<file path="config.mk">
export PLATFORM = sky130hd
export DESIGN_NAME = ahbl_slave_decoder
export DESIGN_NICKNAME = d
export VERILOG_FILES = /design/src/rtl/ahbl_slave_decoder.sv
export SDC_FILE = /design/constraint.sdc
export NUM_CORES = 1
export LEC_CHECK = 0
export ABC_AREA = 1
export CAP_MARGIN = 20
export CORE_AREA = 2 2 83 85
export CTS_CLUSTER_SIZE = 12
export DETAILED_ROUTE_END_ITERATION = 16
export DIE_AREA = 0 0 85 87
export PLACE_DENSITY_LB_ADDON = 0.15
export SYNTH_ARGS = -nofsm -noshare
export SYNTH_HDL_FRONTEND = slang
export SYNTH_SLANG_ARGS = --single-unit
</file>
<file path="constraint.sdc">
create_clock -name HCLK -period 2.1 [get_ports HCLK]
set_input_delay 0.525 -clock HCLK [delete_from_list [all_inputs] [get_ports HCLK]]
set_output_delay 0.525 -clock HCLK [all_outputs]
set_load 0.01 [all_outputs]
</file>
<file path="src/rtl/ahbl_slave_decoder.sv">
// AHB-Lite address decoder and slave response mux with a built-in default slave.
// Decodes the address phase into one-hot HSEL, registers the data-phase owner
// and routes the owner's HRDATA/HREADYOUT/HRESP back upstream.
// Unmapped active transfers receive a two-cycle ERROR from the default slave.
// Optional feature macro: AHBL_DECODE_ERRLOG_EN adds ERR_COUNT / ERR_ADDR miss logging.
module ahbl_slave_decoder #(
    parameter int NS = 4,
    parameter logic [NS-1:0][31:0] SLAVE_BASE = {32'h8000_0000, 32'h4000_0000,
                                                 32'h2000_0000, 32'h0000_0000},
    parameter logic [NS-1:0][31:0] SLAVE_MASK = {NS{32'hF000_0000}}
) (
    input  logic             HCLK,
    input  logic             HRESET,
    input  logic [31:0]      HADDR,
    input  logic [1:0]       HTRANS,
    input  logic             HWRITE,
    output logic             HREADY,
    output logic             HRESP,
    output logic [31:0]      HRDATA,
    output logic [NS-1:0]    HSEL,
    input  logic [NS-1:0]    HREADYOUT_S,
    input  logic [NS-1:0]    HRESP_S,
    input  logic [NS*32-1:0] HRDATA_S
`ifdef AHBL_DECODE_ERRLOG_EN
    ,
    output logic [15:0]      ERR_COUNT,
    output logic [31:0]      ERR_ADDR
`endif
);

    // dsel encoding: 0..NS-1 = slave index, NS = default slave, NS+1 = nobody
    localparam int DW = $clog2(NS + 2);
    localparam logic [DW-1:0] DSEL_DEF  = DW'(NS);
    localparam logic [DW-1:0] DSEL_NONE = DW'(NS + 1);

    typedef enum logic [1:0] {DS_IDLE, DS_ERR1, DS_ERR2} ds_t;

    logic [NS-1:0] hit;
    logic          found;
    logic [DW-1:0] sel_idx;
    logic          miss;
    logic [DW-1:0] dsel;
    ds_t           ds_state, ds_next;
    logic          def_ready, def_resp;

    // HTRANS[0] (SEQ vs NONSEQ) does not affect decode; HWRITE only feeds the logger
    logic unused_inputs;
    assign unused_inputs = ^{HTRANS[0], HWRITE};

    // Address decode: lowest-index hit wins, HSEL only for NONSEQ/SEQ
    always_comb begin
        hit     = '0;
        HSEL    = '0;
        found   = 1'b0;
        sel_idx = '0;
        for (int i = 0; i < NS; i++) begin
            hit[i] = ((HADDR & SLAVE_MASK[i]) == SLAVE_BASE[i]);
            if (hit[i] && !found) begin
                HSEL[i] = HTRANS[1];
                sel_idx = DW'(i);
                found   = 1'b1;
            end
        end
        miss = HTRANS[1] & ~found;
    end

    // Data-phase owner, loaded only when the address phase is accepted
    always_ff @(posedge HCLK or posedge HRESET) begin
        if (HRESET)
            dsel <= DSEL_NONE;
        else if (HREADY) begin
            if (HTRANS[1] && found)
                dsel <= sel_idx;
            else if (miss)
                dsel <= DSEL_DEF;
            else
                dsel <= DSEL_NONE;
        end
    end

    // Default-slave state register
    always_ff @(posedge HCLK or posedge HRESET) begin
        if (HRESET)
            ds_state <= DS_IDLE;
        else
            ds_state <= ds_next;
    end

    // Default-slave next state; ERR2 accepts the next address so misses chain without a gap
    always_comb begin
        ds_next = ds_state;
        case (ds_state)
            DS_IDLE: if (HREADY && miss) ds_next = DS_ERR1;
            DS_ERR1: ds_next = DS_ERR2;
            DS_ERR2: ds_next = miss ? DS_ERR1 : DS_IDLE;
            default: ds_next = DS_IDLE;
        endcase
    end

    // Default-slave outputs: stall with ERROR, then complete with ERROR
    always_comb begin
        def_ready = 1'b1;
        def_resp  = 1'b0;
        case (ds_state)
            DS_ERR1: begin def_ready = 1'b0; def_resp = 1'b1; end
            DS_ERR2: begin def_ready = 1'b1; def_resp = 1'b1; end
            default: ;
        endcase
    end

    // Response mux: NONE gives zero-wait OKAY, DEF from FSM, otherwise the owning slave
    always_comb begin
        HREADY = 1'b1;
        HRESP  = 1'b0;
        HRDATA = '0;
        if (dsel == DSEL_DEF) begin
            HREADY = def_ready;
            HRESP  = def_resp;
        end
        for (int i = 0; i < NS; i++) begin
            if (dsel == DW'(i)) begin
                HREADY = HREADYOUT_S[i];
                HRESP  = HRESP_S[i];
                HRDATA = HRDATA_S[32*i +: 32];
            end
        end
    end

`ifdef AHBL_DECODE_ERRLOG_EN
    // Miss logger: saturating count and last miss address with HWRITE in bit 0
    always_ff @(posedge HCLK or posedge HRESET) begin
        if (HRESET) begin
            ERR_COUNT <= '0;
            ERR_ADDR  <= '0;
        end else if (HREADY && miss) begin
            if (ERR_COUNT != 16'hFFFF)
                ERR_COUNT <= ERR_COUNT + 16'd1;
            ERR_ADDR <= {HADDR[31:1], HWRITE};
        end
    end
`endif

endmodule

</file>
==> results.sh, run 1 <==
export IMPL_ys_ff_latch=5
export IMPL_ir_drop_v=0.000386
export IMPL_start_kind="register"
export IMPL_h_tree_depth=1
export IMPL_fin_hold_ws_ns=0.501
export IMPL_period_share_pct=103
export IMPL_relSlewSlack_pct=81.5
export IMPL_setup_viol=34
export IMPL_cap_violations=0
export IMPL_crit_start="dsel[0]"
export IMPL_leakage_nw=1.67
export IMPL_path_buf_inv=4
export IMPL_ctsHoldBuffers=0
export IMPL_diodes=0
export IMPL_die_area_um2=7400
export IMPL_io_buffers=180
export IMPL_power_density_nw_per_um2=500
export IMPL_crit_family="flip-flops"
export IMPL_die_w_um=85
export IMPL_placedInstanceArea_um2=3370
export IMPL_ys_seq_area_share_pct=9.83
export IMPL_hpwlAfterDp_um=5460
export IMPL_worstReg2RegStart="dsel[0]"
export IMPL_syn_area_um2=1300
export IMPL_ys_types=22
export IMPL_outcome="complete, but fails checks"
export IMPL_cts_root_buf="clkbuf_8"
export IMPL_netlist_instances=254
export IMPL_max_freq_ghz=0.462
export IMPL_io_pins=211
export IMPL_syn_nets=432
export IMPL_clock_sinks=5
export IMPL_clock_latency_ns=0.23
export IMPL_tightest_slew_ns=0.277
export IMPL_clockBufferDepth=2
export IMPL_rows=30
export IMPL_drt_antenna_violating_nets=0
export IMPL_fin_area_um2=3670
export IMPL_synth_warnings=0
export IMPL_core_um2=6570
export IMPL_path_clk_slew_ns=0.03
export IMPL_setup_ws_ns=-0.0650
export IMPL_wl_per_cell_um=14.2
export IMPL_async_reset_ff_share_pct=100
export IMPL_grt_pass1_wl_um=11100
export IMPL_reg2reg_slack_ns=0.23
export IMPL_cts_tree="done"
export IMPL_syn_to_final_growth_pct=183
export IMPL_via_per_inst=4.62
export IMPL_rsz0062_at_grt="true"
export IMPL_max_stage_delay_ns=0.55
export IMPL_arrival_ns=1.64
export IMPL_drive_above_1_share_pct=30.0
export IMPL_cp_required_ns=1.57
export IMPL_crit_type="register to output pin"
export IMPL_synth_main_ff_cell="dfrtp_1"
export IMPL_total_power_mw=1.83
export IMPL_drc=0
export IMPL_cts_inserted_buffers=3
export IMPL_grt_max_degree=26
export IMPL_syn_avg_cell_area_um2=5.11
export IMPL_grt_pass1_vias=2406
export IMPL_crit_chain="inv_4 > nor3_4 > buf_6 > clkbuf_16 > nand2_1 > nand4_1 > buf_2"
export IMPL_drt_iter0_markers=41
export IMPL_critPathCaptureType="output pin"
export IMPL_path_max_fanout=6
export IMPL_grt_usage_pct=18.5
export IMPL_cp_slowest_cell="dfstp_2"
export IMPL_slew_violations=0
export IMPL_dr_total_vias=2512
export IMPL_drt_total_wl_um=7740
export IMPL_nNetsFinal=643
export IMPL_gp_congestion=0.771
export IMPL_violations="negative setup slack"
export IMPL_fin_crit_ns=2.16
export IMPL_globalRouteOverflowTotal=0
export IMPL_finClkSkew_ns=0.00126
export IMPL_synth_edf_count=0
export IMPL_die_y_um=87
export IMPL_dp_slack_ns=-0.425
export IMPL_start_util_pct=19.8
export IMPL_dr_pass1_iters=4
export IMPL_hold_path_class="input pin to asynchronous set/reset pin"
export IMPL_hold_viol_final=0
export IMPL_antenna_found_initial=0
==> path summary, 6_finish.rpt <==
path / end / depth (start not counted)
worst max-delay path: HRDATA[22] / 7
worst min-delay path: dsel[1] / 2
worst max register to register: ds_state[0] / 13
worst min register to register: ds_state[1] / 3
max in group asynchronous: dsel[0] / 2
min in group HCLK: ds_state[1] / 3
==> placed cells by master (no fill, tap or decap), types with 2 or more instances in the layout <==
master / n
buf_4: 25
buf_6: 5
nand2_4: 6
buf_2: 36
nand2_1: 75
dfstp_2: 2
dlymetal6s2s_1: 2
nand4_1: 33
a21oi_1: 2
inv_1: 11
nor2_1: 8
clkdlybuf4s50_1: 140
dfrtp_1: 3
nand2_2: 35
nor3_4: 2
nand3_1: 38
ha_1: 5
nor2_2: 3
buf_12: 7
clkbuf_16: 4
inv_2: 3
clkbuf_8: 3
buf_8: 3
o21ai_1: 2
==> final cells by class <==
cell class                 instances  area (um2)
fill                             674        2900
timing repair buffer             222        2140
tap                               80         100
sequential                         5         128
multi-input combinational        218        1200
clock buffer                       4        45.0
inverter                          15        58.8
==> power by group <==
| group | internal, mW | switching [mW] |
|---|---|---|
| logic | 0.790 | 0.684 |
| registers | 0.142 | 0.0385 |
| clock network | 0.130 | 0.0487 |
==> logic make-up (layout without fill, tap and decap cells) <==
group,Yosys count,in the layout,synth area share [%]
compound gates,8,8,3.56
fa+ha+maj,5,5,4.82
buf+inv,31,241,9.54
flops,5,5,9.83
simple gates,205,205,72.3
==> state kept, by name, summed over array words and instances (netlist names) <==
register  cells
ds_state      2
dsel          3
==> what timing repair did <==
action                                  in CTS  in global routing
gates cloned                                 3                  4
gates resized for setup                    188                 43
endpoints found under the setup margin      38                 39
endpoints found under the hold margin        0                  0
buffers inserted                             8                  5
pin swaps                                   19                 19
==> Yosys cell counts (3+ instances only) <==
master / n / share of area [%]
nor2_1: 11 / 3.2
buf_2: 6 / 2.3
nand2_1: 114 / 33
clkbuf_1: 10 / 2.9
nand4_1: 33 / 16
nand3_1: 39 / 15
inv_2: 3 / 0.87
inv_1: 12 / 3.5
dfrtp_1: 3 / 5.8
ha_1: 5 / 4.8
==> through the flow <==
step	TNS (ns)	util (%)	cells
floorplan	0	-	254
global route	-3.20	55.9	544
CTS	-3.28	53.0	538
detailed placement	-7.64	51.3	523
finish	-0.911	55.9	544
global placement	-7.40	51.3	523
==> routing by layer <==
metal	GRT usage (%)	part of all wire [%]	vias up
met4	3.46	0.90	0
met2	36.9	54	101
met3	3.32	8.5	5
li1	-	-	1279
met5	0	0	-
met1	20.3	37	1127
Power figures use the tool's default switching activity.
==> run 2: changes to the inputs <==
- SLEW_MARGIN: default -> 20
==> results of run 2 <==
Same layout as run 1: the final DEF is identical, and so are final timing and power.
==> run 3: changes to the inputs <==
- CORE_AREA: 2 2 83 85 -> default
- CORE_ASPECT_RATIO: default -> 1.2
- CORE_MARGIN: default -> 10
- CORE_UTILIZATION: default -> 22
- DIE_AREA: 0 0 85 87 -> default
- TNS_END_PERCENT: default -> 30
==> run 3 against run 2 <==
The run still ends with negative setup slack left. Sequential share of layout area increased by 0.12 points. Register-to-register slack improved by 0.21 ns. Setup slack worse by 0.046 ns. Sequential cell count stayed put. Core utilization increased by 6.3 points. Design area shrank 3.4%. Non-clock buffer count up 4. Total power fell by 5.4%. Combinational power decreased by 7%. Count of clock-buffer cells in the layout unchanged. Critical endpoint is now HRDATA[6]. Largest power group unchanged. Highest routed layer unchanged.
==> results.sh, run 3 (same netlist as run 1, synthesis figures left out) <==
export IMPL_cts_tree="done"
export IMPL_relSlewSlack_pct=79.5
export IMPL_finClkSkew_ns=0.00218
export IMPL_arrival_ns=1.69
export IMPL_die_w_um=90.1
export IMPL_crit_type="register to output pin"
export IMPL_path_clk_slew_ns=0.04
export IMPL_place_inst=528
export IMPL_gp_congestion=0.815
export IMPL_fin_crit_ns=2.21
export IMPL_h_tree_depth=1
export IMPL_setup_viol=32
export IMPL_tightest_slew_ns=0.308
export IMPL_drive_above_1_share_pct=23.9
export IMPL_antenna_found_initial=0
export IMPL_core_um2=5710
export IMPL_critPathCaptureType="output pin"
export IMPL_drt_iter0_markers=72
export IMPL_hpwlAfterDp_um=7340
export IMPL_via_per_inst=4.61
export IMPL_ir_drop_v=0.000525
export IMPL_io_buffers=180
export IMPL_period_share_pct=105
export IMPL_total_power_mw=1.73
export IMPL_grt_usage_pct=18.8
export IMPL_io_pins=211
export IMPL_cp_required_ns=1.57
export IMPL_leakage_nw=1.60
export IMPL_dp_slack_ns=-0.453
export IMPL_setup_ws_ns=-0.111
export IMPL_violations="negative setup slack"
export IMPL_worstReg2RegStart="dsel[0]"
export IMPL_clock_sinks=5
export IMPL_clockBufferDepth=2
export IMPL_start_util_pct=22.8
export IMPL_max_stage_delay_ns=0.56
export IMPL_placedInstanceArea_um2=3400
export IMPL_die_area_um2=9390
export IMPL_drt_antenna_violating_nets=0
export IMPL_dr_total_vias=2528
export IMPL_start_kind="register"
export IMPL_crit_chain="inv_4 > nor3_4 > buf_6 > buf_6 > buf_6 > nand2_2 > nand4_1 > buf_2"
export IMPL_cpMostUsedCell="buf_6"
export IMPL_ctsHoldBuffers=0
export IMPL_syn_to_final_growth_pct=173
export IMPL_crit_start="dsel[0]"
export IMPL_rsz0062_at_grt="true"
export IMPL_regMostFlops="dsel"
export IMPL_clock_latency_ns=0.22
export IMPL_max_freq_ghz=0.452
export IMPL_grt_max_degree=16
export IMPL_outcome="complete, but fails checks"
export IMPL_diodes=0
export IMPL_largest_register_ffs=3
export IMPL_hold_viol_final=0
export IMPL_tns_ns=-1.65
export IMPL_grt_pass1_wl_um=14500
export IMPL_nNetsFinal=647
export IMPL_layout_commonest_cell="clkdlybuf4s50_1"
export IMPL_final_cell_mix="140 x clkdlybuf4s50_1, 105 x nand2_1, 39 x nand3_1"
export IMPL_dr_pass1_iters=4
export IMPL_largestRegisters="dsel (3), ds_state (2)"
export IMPL_drt_total_wl_um=9190
export IMPL_cp_slowest_cell="dfstp_2"
export IMPL_slew_violations=0
export IMPL_grt_pass1_vias=2618
export IMPL_rows=30
export IMPL_path_max_fanout=5
export IMPL_die_y_um=104
export IMPL_wl_per_cell_um=16.8
export IMPL_fin_area_um2=3550
export IMPL_cap_violations=0
export IMPL_drc=0
export IMPL_hold_path_class="input pin to asynchronous set/reset pin"
export IMPL_cts_root_buf="clkbuf_8"
export IMPL_fin_cells=548
export IMPL_globalRouteOverflowTotal=0
export IMPL_cts_inserted_buffers=3
export IMPL_power_density_nw_per_um2=489
==> run 3: area by class of cell <==
type | instances | area [um2]
Sequential cell | 5 | 128
Tap cell | 80 | 100
Fill cell | 551 | 2160
Multi-Input combinational cell | 218 | 1100
Inverter | 15 | 61.3
Timing Repair Buffer | 226 | 2110
Clock buffer | 4 | 45.0
==> run 3: where the power goes <==
group          switching (mW)  internal (mW)  leakage, nW  total, mW
Clock                  0.0507          0.131       0.0228      0.181
Combinational           0.653          0.719         1.51       1.37
Sequential             0.0384          0.142       0.0598      0.180
==> run 3: final timing paths <==
kind                          endpoint  slack, ns  cells past startpoint
hold reg to reg                dsel[2]       0.54                      2
hold / removal                 dsel[1]       0.50                      2
min in group HCLK              dsel[2]       0.54                      2
setup reg to reg           ds_state[1]       0.44                     12
setup / recovery             HRDATA[6]      -0.11                      8
max in group asynchronous      dsel[2]       1.36                      2
==> run 3: critical path: cells and delay by family, from the launching register on <==
kind	cells	cell delay, ns
buffers and inverters	5	0.57
DFF	1	0.56
and+or+nand+nor	3	0.33
==> run 3: what timing repair did <==
item,4_1_cts,5_1_grt
resized for setup,171,22
setup endpoints to repair,38,38
gates cloned,2,0
pin swaps,3,3
buffers inserted,13,1
==> run 3: through the flow <==
step / util [%] / hold slack (ns)
2_1_floorplan: - / 0.302
3_3_place_gp: 59.5 / 0.549
3_5_place_dp: 59.5 / 0.554
4_1_cts: 61.4 / 0.502
5_1_grt: 62.1 / 0.503
6_report: 62.1 / 0.497
==> run 3: layer usage <==
metal | share of wire, % | track usage (%)
met5 | 0 | 0
met4 | 0.74 | 2.51
met3 | 5.6 | 3.54
met2 | 55 | 37.2
met1 | 38 | 20.2
